[src/rtl/operand_skid_stage.sv]
// operand_skid_stage: registered decode-to-execute operand bundle stage.
// Valid/ready handshake with a two-entry skid buffer and branch flush.
module operand_skid_stage #(
  parameter int N = 16
) (
  input  logic         clk,
  input  logic         reset,
  input  logic         flush,
  input  logic         in_valid,
  output logic         in_ready,
  input  logic [N-1:0] in_d0,
  input  logic [N-1:0] in_d1,
  input  logic [N-1:0] in_d2,
  input  logic [N-1:0] in_d3,
  input  logic [1:0]   in_sel,
  output logic         out_valid,
  input  logic         out_ready,
  output logic [N-1:0] out_d0,
  output logic [N-1:0] out_d1,
  output logic [N-1:0] out_d2,
  output logic [N-1:0] out_d3,
  output logic [1:0]   out_sel,
  output logic [1:0]   occupancy
);

  typedef struct packed {
    logic [N-1:0] d0;
    logic [N-1:0] d1;
    logic [N-1:0] d2;
    logic [N-1:0] d3;
    logic [1:0]   sel;
  } bundle_t;

  bundle_t in_b;
  bundle_t m_q;
  bundle_t s_q;
  bundle_t m_n;
  bundle_t s_n;
  logic    m_v;
  logic    s_v;
  logic    m_v_n;
  logic    s_v_n;
  logic    accept;
  logic    drain;

  assign in_b.d0  = in_d0;
  assign in_b.d1  = in_d1;
  assign in_b.d2  = in_d2;
  assign in_b.d3  = in_d3;
  assign in_b.sel = in_sel;

  // Ready only looks at the skid flag and flush, never at out_ready.
  assign in_ready  = ~s_v & ~flush;
  assign out_valid = m_v;
  assign accept    = in_valid & in_ready;
  assign drain     = out_valid & out_ready;

  assign out_d0    = m_q.d0;
  assign out_d1    = m_q.d1;
  assign out_d2    = m_q.d2;
  assign out_d3    = m_q.d3;
  assign out_sel   = m_q.sel;
  assign occupancy = {1'b0, m_v} + {1'b0, s_v};

  // Next-state for main/skid entries; data moves only on real transfers.
  always_comb begin
    m_n   = m_q;
    s_n   = s_q;
    m_v_n = m_v;
    s_v_n = s_v;
    if (flush) begin
      m_v_n = 1'b0;
      s_v_n = 1'b0;
    end else begin
      unique case (1'b1)
        drain & s_v: begin
          // skid full means in_ready is low, so nothing refills S
          m_n   = s_q;
          s_v_n = 1'b0;
        end
        drain & ~s_v: begin
          if (accept) m_n = in_b;
          m_v_n = accept;
        end
        ~drain & ~m_v: begin
          if (accept) m_n = in_b;
          m_v_n = accept;
        end
        ~drain & m_v & ~s_v: begin
          if (accept) s_n = in_b;
          s_v_n = accept;
        end
        ~drain & m_v & s_v: begin
          m_n = m_q;
        end
        default: begin
          m_n = m_q;
        end
      endcase
    end
  end

  // State registers; reset also zeroes data so the mux sees clean operands.
  always_ff @(posedge clk) begin
    if (reset) begin
      m_q <= '0;
      s_q <= '0;
      m_v <= 1'b0;
      s_v <= 1'b0;
    end else begin
      m_q <= m_n;
      s_q <= s_n;
      m_v <= m_v_n;
      s_v <= s_v_n;
    end
  end

endmodule

[config.mk]
export PLATFORM = sky130hd
export DESIGN_NAME = operand_skid_stage
export DESIGN_NICKNAME = d
export VERILOG_FILES = /design/src/rtl/operand_skid_stage.sv
export SDC_FILE = /design/constraint.sdc
export NUM_CORES = 1
export LEC_CHECK = 0
export ABC_AREA = 1
export BUFFER_PORTS_ARGS = -buffer_cell sky130_fd_sc_hd__buf_2
export CORE_ASPECT_RATIO = 0.8
export CORE_MARGIN = 5
export CORE_UTILIZATION = 30
export DETAILED_ROUTE_END_ITERATION = 7
export SLEW_MARGIN = 0
export SYNTH_ARGS = -nofsm -noshare
export SYNTH_HDL_FRONTEND = slang
export SYNTH_SLANG_ARGS = --single-unit
[constraint.sdc]
create_clock -name clk -period 3.4 [get_ports clk]
set_input_delay 0.17 -clock clk [delete_from_list [all_inputs] [get_ports clk]]
set_output_delay 0.17 -clock clk [all_outputs]
set_load 0.01 [all_outputs]
Word level (Yosys, flattened, before mapping)
Index checks and enable logic that the tools add are counted.

word-level totals
  output and inout port bits = 70
  input port bits = 71
  logic and storage cells = 35
  bits in registers = 134

cells by class
  reductions and logical operators = 6
  add/sub/neg operators = 1
  bitwise gates (word level) = 12
  equal/unequal tests = 1
  mux-type cells = 3

operators by type and width
  operator              count
  $pmux W66 S2          1
  $mux W66              1
  $and A1 B1 Y1         8
  $reduce_and A3 Y1     2
  $not A1 Y1            4
  $reduce_bool A2 Y1    2
  $reduce_or A2 Y1      2
  $add A1 B1 Y2         1
  $ne A2 B1 Y1 const B  1
  $pmux W1 S2           1

Depth between registers and ports, before layout
Gate-level depths: netlist (run 1).

  depth in word-level cells = 6
  depth in mapped cells = 10

Worst setup path after synthesis (run 1)
No wires, ideal clock.

  kind = reg-to-reg
  start = register s_v
  end = register m_q (netlist bit out_d0[0])
  data required time = 3.287 ns
  stages on the path, launching flop included = 9
  setup time = 0.113 ns
  path buffers = 2
  path slack = 2.046 ns
  arrival = 1.241 ns
  path through = dfxtp_1 -> nor2_2 -> nand2_1 -> nand2_1 -> nand3_2 -> buf_4 -> buf_2 -> nor2_1 -> nor2_1

on the way
  cells in the longest elaborated chain, start to end = 5

ends and longest elaborated chain
  element                             RTL line  source
  start: declaration                  40        logic s_v;
  start signal: assignment            114       s_v <= s_v_n;
  $not A1 Y1                          53        assign in_ready = ~s_v & ~flush;
  $and A1 B1 Y1                       53
  net in_ready                        10        output logic in_ready,
  $and A1 B1 Y1                       55        assign accept = in_valid & in_ready;
  $ne A2 B1 Y1 (no source line)       n/a
  $reduce_and A3 Y1 (no source line)  n/a
  end signal: assignment              111       m_q <= m_n;
  end: declaration                    35        bundle_t m_q;

The timed path passes the listed nets, and every way through them passes these cells.
A chain may end at the register's enable or synchronous reset.

Final worst setup path (run 1)
  start = register s_v
  end = register m_q (netlist bit out_d2[2])

on the way
  cells in the longest elaborated chain, start to end = 5

ends and longest elaborated chain
  element                                                                     RTL line
  $not A1 Y1                                                                  53, 81
  $and A1 B1 Y1, on equally long branches                                     81, 53
  $reduce_or A2 Y1 (no source line) / $and A1 B1 Y1 (equally long branches)   n/a
  $ne A2 B1 Y1 (no source line) / $reduce_bool A2 Y1 (equally long branches)  n/a
  $reduce_and A3 Y1 (no source line)                                          n/a

Parallel ways exist; a longest one is shown, timed or not.

==> summary.txt, run 1 <==
Floorplan
  • Num ports: 141
  • Die height: about 130 um
  • Area of the core: 0.0189 mm2
  • Die X: around 160 um
  • Starting Density: 30.4%
  • # rows: 45
  • DIE AREA: 0.0221 mm2

Clock tree
  • Clk root buf: clkbuf_16
  • Post-CTS Setup Repair Bufs: 0
  • CTS sink count: between 100 and 150
  • Bufs on Longest Clock Path: 2
  • Resized Gates After CTS: 0
  • H-tree depth: 4
  • CTS tree: done
  • CTS Buf Count: 17
  • Later-pin clock latency in the skew report: about 0.4 ns
  • Cts hold-fix bufs: 0
  • Reg clk slew, reported paths: 0.06 ns

Timing
  • Final setup fails: 0
  • Fmax: 478 MHz
  • Slew Viols, Final: 0
  • Final hold slack: 0.0404 ns
  • Period minus WS final: 2.09 ns
  • Worst-Margin Slew: 0.633 ns
  • Skew final: 0.00755 ns
  • Slew HR: 57.8%
  • TNS Setup: 0 ns
  • RSZ-0062 raised after global routing: false
  • Final period utilization: 61.5%
  • Final Hold Fails: 0
  • Setup ws final: approximately 1.3 ns

Finish
  • Inserted Diodes: 0
  • Multi-input gate area: 0.00233 mm2
  • Final std cells w/o fill: 1248
  • Final-layout fill cell count: 2048
  • Final #Nets: roughly 1100
  • Commonest cells after routing, fill and taps aside: nand2_1 (205), buf_2 (140), inv_1 (134), dfxtp_1 (134), nor2_1 (132)
  • Storage cell area: 0.00268 mm2
  • Synth-to-Final Area Change: 26.0%
  • Most common library cell in the layout ignoring fill and taps: nand2_1
  • Layout cells sized above 1: 18.3%

Routing
  • Routed length per instance: 11.0 um
  • 1st-iter DRT viols: a little under 300
  • Post-DRT Antenna Nets: 0
  • DRC: 0
  • DRT Wirelength: between 10 and 15 mm
  • Vias per cell: between 4 and 5
  • Routed via count: ~5200
  • Drt first pass iters: 4

Critical path
  • Crit. End Element: flop
  • Cells on worst reg2reg path: 8
  • WP buf/inv: 3
  • RR Endpoint: out_d2[2]
  • WS Path Type: reg2reg
  • Flop-to-flop setup slack: 1.31 ns
  • Cells along the critical path: inv_1 -> nand2_1 -> nand2_4 -> buf_4 -> buf_4 -> o21ai_0 -> nor2_1 -> nor2_1
  • Top delay family on crit path: buffers and inverters
  • Data arrival time of the worst path: 2.39 ns
  • Crit-path max FO: a little over 70
  • CP max stage delay: 0.61 ns
  • Max stage delay cell, worst path: buf_4
  • Worst EP required: 3.70 ns
  • R2r startpoint: s_v
  • Type of origin of the critical path: flop

Placed design
  • Pre-CTS setup slack: 1.26 ns
  • GPL Wtd Cong: 0.701
  • Placed cell count: 1217
  • Dpl hpwl: 8.63 mm
  • Buffers on Ports: 140

Global route
  • First-pass GRT wire length: 22.3 mm
  • Vias in the first global route: 4639
  • Largest net degree at the start of global routing: between 70 and 80
  • Tot GR Track Use: 12.4%
  • Total grt overflow: 0
  • Initial antenna violation count: 1

Synth
  • Sequential area share after synthesis: between 40% and 50%
  • Syn. warnings: 0
  • Distinct cells, synth: 16
  • Mapped Area: a little under 0.006 mm2
  • Mapped Nets: 939
  • Syn Inst Count: 867
  • Synthesis-stage register bit count: 134
  • Avg Cell Area, Syn: around 6.6 um2

Power
  • VDD IR max: 0.000272 V
  • Pwr dens: 546 mW/mm2
  • Design Power: 3.96 mW
  • Lkg Pwr: 3.62 nW

Min path
  • Worst Hold End: s_q[62]
  • Worst hold path cell count: 3
  • Hold_sp: in_d0[12]
  • Worst Hold Class: in2reg

Run
  • Max Cap Viol: 0

Status
  • Outcome: finished, final reports clean
[flip-flops by register name, summed over array words and instances (netlist names)]
signal / count
out_d0: 16
out_d1: 16
out_d2: 16
out_d3: 16
out_sel: 2
out_valid: 1
s_q: 66
s_v: 1
[routing by layer]
| metal | vias to the layer above | track usage (%) | routed length, um | share of wire (%) |
|---|---|---|---|---|
| met5 | - | 0 | 7 | 0.051 |
| li1 | 2855 | - | - | - |
| met2 | 106 | 19.5 | 5990 | 44 |
| met3 | 16 | 4.82 | 926 | 6.7 |
| met1 | 2262 | 15.7 | 6680 | 48 |
| met4 | 2 | 3.88 | 168 | 1.2 |
[final cells by class]
cell class	count	share of cell area, %
Clock buffer	23	6.59
Clock inverter	8	2.02
Inverter	135	7.00
Multi-Input combinational cell	542	32.2
Sequential cell	134	37.0
Tap cell	258	4.45
Timing Repair Buffer	148	10.8
[worst register-to-register path: stages, from the launching register on]
cell	delay (ns)
dfxtp_1	0.34
inv_1	0.06
nand2_1	0.07
nand2_4	0.06
buf_4	0.44
buf_4	0.62
o21ai_0	0.19
nor2_1	0.14
nor2_1	0.06
[through the flow]
| stage | cell area [um2] | util [%] |
|---|---|---|
| floorplan | 5760 | - |
| global placement | 6630 | 35.1 |
| detailed placement | 6630 | 35.1 |
| CTS | 7260 | 38.4 |
| global route | 7260 | 38.4 |
| finish | 7260 | 38.4 |
[worst max-delay path by stage]
stage / startpoint / to / cells past startpoint
2_1_floorplan: s_v / out_d0[0] / 8
3_3_place_gp: out_valid / out_d2[2] / 6
4_1_cts: s_v / out_d2[0] / 8
6_report: s_v / out_d2[2] / 8
5_1_grt: s_v / out_d3[4] / 8
3_5_place_dp: s_v / out_d2[0] / 8
[logic make-up after synthesis]
logic type / Yosys count / share of synthesized area, %
AND/OR/NAND/NOR: 341 / 22.6
buffers and inverters: 191 / 13.3
adder cells (fa/ha/maj): 1 / 0.217
AO/OA/AOI/OAI: 200 / 17.4
flip-flops: 134 / 46.6
[power by group]
part / switching (mW) / leakage, nW / internal (mW) / total (mW)
Sequential: 0.0265 / 1.09 / 1.63 / 1.66
Combinational: 0.216 / 2.22 / 0.139 / 0.355
Clock: 0.671 / 0.303 / 1.28 / 1.95
[synthesized netlist by cell type]
| cell type | number | area [um2] |
|---|---|---|
| o21ai_1 | 3 | 15.0 |
| nor2_2 | 1 | 6.26 |
| o21ai_0 | 129 | 646 |
| clkbuf_1 | 30 | 113 |
| buf_2 | 23 | 115 |
| nand3_2 | 1 | 10.0 |
| inv_1 | 135 | 507 |
| a21oi_1 | 68 | 340 |
| dfxtp_1 | 134 | 2680 |
| nand4_2 | 1 | 12.5 |
| buf_4 | 1 | 7.51 |
| nand2_1 | 205 | 769 |
| nand2_2 | 1 | 6.26 |
| ha_1 | 1 | 12.5 |
| buf_6 | 2 | 22.5 |
| nor2_1 | 132 | 495 |
Power figures use the tool's default switching activity.
==> run 2, diff against run 1 <==
clock period = 2 ns   (was 3.4 ns; I/O delays follow)
==> summary.txt, run 2 (synthesis results as in run 1) <==
Status
  • Outcome: finished, final reports clean

Clock tree
  • Reg clk slew, reported paths: 0.06 ns (about the same)
  • CTS sink count: 134 (unchanged)
  • CTS Buf Count: 17 (unchanged)
  • Clk root buf: clkbuf_16
  • Post-CTS Setup Repair Bufs: 0 (unchanged)
  • CTS tree: done
  • Later-pin clock latency in the skew report: 0.41 ns (about the same)
  • H-tree depth: 4 (unchanged)
  • Bufs on Longest Clock Path: 2 (unchanged)

Run
  • Max Cap Viol: 0 (unchanged)

Power
  • Lkg Pwr: 3.89 nW (+7.5%)
  • VDD IR max: 0.000461 V (+70%)
  • Net Sw Frac: 24.5% (+1.5 points)
  • Pwr dens: 837 mW/mm2 (+53%)
  • Share of total power in combinational logic: 10.8% (+1.8 points)
  • Internal power: 4.99 mW (+64%)
  • Share of power burned in registers: 42.6% (+0.8 points)
  • P_sw: 1.62 mW (+77%)
  • Clk pwr share: 46.6% (-2.6 points)

Timing
  • Period minus WS final: 1.94 ns (-0.147 ns)
  • Skew final: 0.0130 ns (+0.00546 ns)
  • Setup ws final: 0.0562 ns (-1.25 ns)
  • Slew HR: 65.2% (+7.3 points)
  • Fmax: 514 MHz (+7.6%)
  • Worst-Margin Slew: 0.523 ns (-0.110 ns)
  • Final Hold Fails: 0 (unchanged)
  • Slew Viols, Final: 0 (unchanged)
  • TNS Setup: 0 ns (unchanged)
  • Final period utilization: 97.2% (+36 points)
  • Final setup fails: 0 (unchanged)

Finish
  • Synth-to-Final Area Change: 37.2%
  • Largest register FFs: 66 (unchanged)
  • Inserted Diodes: 0 (unchanged)
  • Layout cells sized above 1: 17.7% (-0.60 points)
  • Final #Nets: 1111 (+5.8%)
  • Multi-input gate area: 0.00234 mm2 (+0.21%)
  • Commonest cells after routing, fill and taps aside: nand2_1 (205), buf_2 (140), inv_1 (134), dfxtp_1 (134), nor2_1 (132)
  • Most common library cell in the layout ignoring fill and taps: nand2_1
  • Final instance area: 0.00791 mm2 (+8.9%)
  • Final-layout fill cell count: 1967 (-4.0%)
  • Storage cell area: 0.00268 mm2 (unchanged)
  • Final std cells w/o fill: 1310 (+5.0%)
  • Top reg by flops: s_q

Critical path
  • Crit. End Element: flop
  • Type of origin of the critical path: flop
  • WS Path Type: reg2reg
  • Data arrival time of the worst path: 2.30 ns (-0.09 ns)
  • Cells on worst reg2reg path: 5 (-3)
  • Crit-path max FO: 4 (-94%)
  • Worst EP required: 2.36 ns (-1.34 ns)

Global route
  • Largest net degree at the start of global routing: 134 (+86%)
  • Vias in the first global route: 5068 (+9.2%)
  • First-pass GRT wire length: 23.7 mm (+6.4%)
  • Initial antenna violation count: 0 (-1)
  • Total grt overflow: 0 (unchanged)
  • Tot GR Track Use: 13.0% (+0.65 points)

Placed design
  • Placed cell count: 1219 (+0.16%)
  • DP Area: 0.00672 mm2 (+1.4%)
  • GPL Wtd Cong: 0.756 (+8.0%)
  • Pre-CTS setup slack: 0.439 ns (-0.825 ns)
  • Buffers on Ports: 140 (unchanged)
  • Dpl hpwl: 8.58 mm (-0.64%)

Routing
  • Post-DRT Antenna Nets: 0 (unchanged)
  • Routed length per instance: 10.8 um (-1.7%)
  • Drt first pass iters: 4 (unchanged)
  • Routed via count: 5452 (+4.0%)
  • DRT Wirelength: 14.2 mm (+3.2%)
  • DRC: 0 (unchanged)
  • Vias per cell: 4.16 (-0.90%)
  • 1st-iter DRT viols: 282 (-2.8%)

Floorplan
  • Die height: 134 um (unchanged)
  • Area of the core: 0.0189 mm2 (unchanged)
  • Starting Density: 30.4% (unchanged)
  • Die X: 165 um (unchanged)
  • DIE AREA: 0.0221 mm2 (unchanged)
  • Num ports: 141 (unchanged)
  • # rows: 45 (unchanged)

Min path
  • Worst Hold Class: in2reg
  • Worst hold path cell count: 3 (unchanged)
-- run 2: repair_timing --
item	4_1_cts	5_1_grt
resized for setup	0	1
hold buffers	59	0
hold endpoints to repair	57	0
endpoints found under the setup margin	0	1
-- run 2: power by group through the flow --
stage          Sequential, mW  Combinational (mW)  Clock, mW
2_1_floorplan            2.91               0.336          0
3_3_place_gp             2.87               0.623          0
6_report                 2.82               0.712       3.08
5_1_grt                  2.83               0.819       3.31
3_5_place_dp             2.88               0.624          0
4_1_cts                  2.82               0.717       3.19
-- run 2: final timing paths --
check                           slack, ns     start   endpoint
worst min-delay path                 0.01  in_d2[6]    s_q[24]
worst max register to register       0.06       s_v  out_valid
worst max-delay path                 0.06       s_v  out_valid
worst min register to register       0.44   s_q[54]    s_q[54]
-- run 2: metrics by stage --
step                      total power, mW  hold slack (ns)  util (%)
after CTS                            6.73        0.0000547      41.8
final                                6.61           0.0130      41.8
after floorplan                      3.25            0.237         -
after global placement               3.50            0.380      35.5
after detailed placement             3.50            0.397      35.5
after global routing                 6.96          0.00952      41.8
-- run 2: metal layers --
layer | vias to the layer above | part of all wire, % | GRT usage, % | routed length, um
li1 | 2986 | - | - | -
met4 | 0 | 0.92 | 4.16 | 131
met1 | 2339 | 50 | 16.7 | 7100
met5 | - | 0 | 0 | 0
met2 | 117 | 44 | 20.8 | 6250
met3 | 10 | 5.1 | 4.21 | 728
-- run 2: cell type report --
class | count | area share (%)
flip-flops and latches | 134 | 33.9
repair buffers | 209 | 18.6
clock buffers | 20 | 5.78
well taps | 258 | 4.08
multi-input cells | 542 | 29.6
clock inverters | 12 | 1.63
inverters | 135 | 6.43
-- run 2: critical path: stages (launching register included) --
cell	delay (ns)
dfxtp_1	0.35
nor2_4	0.18
nand2_1	0.09
dlygate4sd3_1	0.57
a21oi_1	0.14
dlygate4sd3_1	0.55
==> run 3, diff against run 2 <==
CORE_UTILIZATION = 53   (was 30)
PLACE_DENSITY = 0.79   (was default)
==> summary.txt, run 3 (synthesis results as in run 1) <==
Timing
  • Final hold slack: 0.0135 ns (+0.000536 ns)
  • Skew final: 0.00754 ns (-0.00547 ns)
  • RSZ-0062 raised after global routing: false
  • Slew Viols, Final: 0 (unchanged)
  • Slew HR: 62.4% (-2.7 points)
  • Fmax: 637 MHz (+24%)
  • TNS Setup: 0 ns (unchanged)
  • Period minus WS final: 1.57 ns (-0.374 ns)
  • Final Hold Fails: 0 (unchanged)
  • Worst-Margin Slew: 0.564 ns (+0.0412 ns)
  • Final period utilization: 78.5% (-19 points)
  • Final setup fails: 0 (unchanged)

Global route
  • Total grt overflow: 0 (unchanged)
  • Vias in the first global route: 4905 (-3.2%)
  • Tot GR Track Use: 20.4% (+7.4 points)
  • Largest net degree at the start of global routing: 134 (unchanged)
  • First-pass GRT wire length: 22.1 mm (-6.7%)
  • Initial antenna violation count: 0 (unchanged)

Critical path
  • Worst EP required: 2.33 ns (-0.03 ns)
  • Max stage delay cell, worst path: dfxtp_1
  • Data arrival time of the worst path: 1.90 ns (-0.40 ns)
  • First element of the critical path: out_valid
  • Cells along the critical path: nand2_1 -> nand4_4 -> buf_12 -> o21ai_0 -> a21oi_1
  • Flop-to-flop setup slack: 0.43 ns (+0.37 ns)
  • WP buf/inv: 1 (-1)
  • Crit-path max FO: 50 (+46)
  • RR Endpoint: s_q[58]
  • Type of origin of the critical path: flop
  • CP Depth: 5 (unchanged)
  • Crit. End Element: flop
  • R2r startpoint: out_valid
  • Top delay family on crit path: flip-flops
  • CP Capture Point: s_q[58]
  • Cells on worst reg2reg path: 5 (unchanged)
  • CP max stage delay: 0.49 ns (-0.08 ns)
  • WS Path Type: reg2reg

Finish
  • Final instance area: 0.00736 mm2 (-6.9%)
  • Most common library cell in the layout ignoring fill and taps: nand2_1
  • Largest register FFs: 66 (unchanged)
  • Commonest cells after routing, fill and taps aside: nand2_1 (205), buf_2 (140), inv_1 (134), dfxtp_1 (134), nor2_1 (132)
  • Synth-to-Final Area Change: 27.7%
  • Post-Route Utilization: 68.4% (+27 points)
  • Final #Nets: 1077 (-3.1%)
  • Layout cells sized above 1: 17.4% (-0.24 points)
  • Inserted Diodes: 0 (unchanged)
  • Top reg by flops: s_q

Power
  • VDD IR max: 0.000810 V (+76%)
  • Pwr dens: 855 mW/mm2 (+2.2%)
  • Lkg Pwr: 3.72 nW (-4.3%)

Floorplan
  • Area of the core: 0.0108 mm2 (-43%)
  • Starting Density: 53.5% (+23 points)
  • # rows: 34 (-24%)
  • Die X: 127 um (-23%)
  • DIE AREA: 0.0131 mm2 (-41%)
  • Num ports: 141 (unchanged)
  • Die height: 103 um (-23%)

Clock tree
  • CTS Buf Count: 17 (unchanged)
  • Resized Gates After CTS: 0 (unchanged)
  • Reg clk slew, reported paths: 0.05 ns (about the same)
  • H-tree depth: 4 (unchanged)
  • Bufs on Longest Clock Path: 2 (unchanged)
  • Clk root buf: clkbuf_16
  • CTS sink count: 134 (unchanged)
  • Later-pin clock latency in the skew report: 0.40 ns (about the same)
  • CTS tree: done

Routing
  • Routed length per instance: 11.2 um (+3.2%)
  • DRC: 0 (unchanged)
  • Routed via count: 5413 (-0.72%)
  • 1st-iter DRT viols: 399 (+41%)
  • DRT Wirelength: 13.0 mm (-8.7%)
  • Drt first pass iters: 5 (+1)
  • Vias per cell: 4.67 (+12%)
  • Post-DRT Antenna Nets: 0 (unchanged)

Run
  • Max Cap Viol: 0 (unchanged)

Min path
  • Worst Hold Class: in2reg
  • Worst hold path cell count: 3 (unchanged)

Placed design
  • GPL Wtd Cong: 0.801 (+5.8%)
  • DP Area: 0.00655 mm2 (-2.6%)
  • Dpl hpwl: 7.90 mm (-7.9%)
  • Buffers on Ports: 140 (unchanged)

Status
  • Outcome: finished, final reports clean
run 3: cell types whose count changed in the layout (fill, tap and decap cells not counted), moves of 2 or more:
cell | before | now
buf_4 | 2 | 0
clkbuf_1 | 1 | 4
clkinv_4 | 3 | 0
clkinvlp_4 | 3 | 0
dlygate4sd3_1 | 59 | 28
run 3: worst register-to-register path: stages (launching register included):
cell and delay (ns):
dfxtp_1 0.49, nand2_1 0.19, nand4_4 0.28, buf_12 0.26, o21ai_0 0.13, a21oi_1 0.15
run 3: timing repair:
item / 4_1_cts / 5_1_grt
hold endpoints to repair: 27 / 1
buffers inserted: 0 / 0
hold buffers: 27 / 1
run 3: power breakdown:
part / total, mW / switching (mW) / internal (mW)
Clock: 2.82 / 1.04 / 1.78
Combinational: 0.651 / 0.374 / 0.277
Sequential: 2.82 / 0.0484 / 2.77
Total: 6.29 / 1.46 / 4.83
run 3: stage by stage:
| stage | instances | power [mW] | setup WS (ns) |
|---|---|---|---|
| floorplan | 867 | 3.25 | 0.646 |
| global placement | 1102 | 3.47 | 0.532 |
| detailed placement | 1102 | 3.48 | 0.477 |
| CTS | 1158 | 6.34 | 0.433 |
| global route | 1159 | 6.59 | 0.274 |
| finish | 1159 | 6.29 | 0.430 |
run 3: how the worst min path moves through the flow:
stage	end	slack (ns)	from
global placement	s_q[62]	0.38	in_d0[12]
global route	s_q[14]	0.008	in_d3[12]
detailed placement	s_q[62]	0.39	in_d0[12]
finish	s_q[59]	0.01	in_d0[9]
CTS	s_q[26]	0.0005	in_d2[8]
floorplan	in_ready	0.24	flush
run 3: area by class of cell:
| cell class | instances | area [um2] |
|---|---|---|
| clock buffers | 24 | 482 |
| repair buffers | 175 | 1120 |
| clock inverters | 5 | 50.0 |
| flip-flops and latches | 134 | 2680 |
| multi-input cells | 542 | 2330 |
| well taps | 144 | 180 |
| fillers | 919 | 3400 |
| inverters | 135 | 508 |
run 3: routing by layer:
layer / up-vias / wire length (um) / global-route usage (%)
met1: 2359 / 5930 / 26.6
met2: 130 / 6110 / 33.0
met5: - / 0 / 0
met4: 0 / 119 / 6.51
li1: 2910 / - / -
met3: 14 / 818 / 6.06
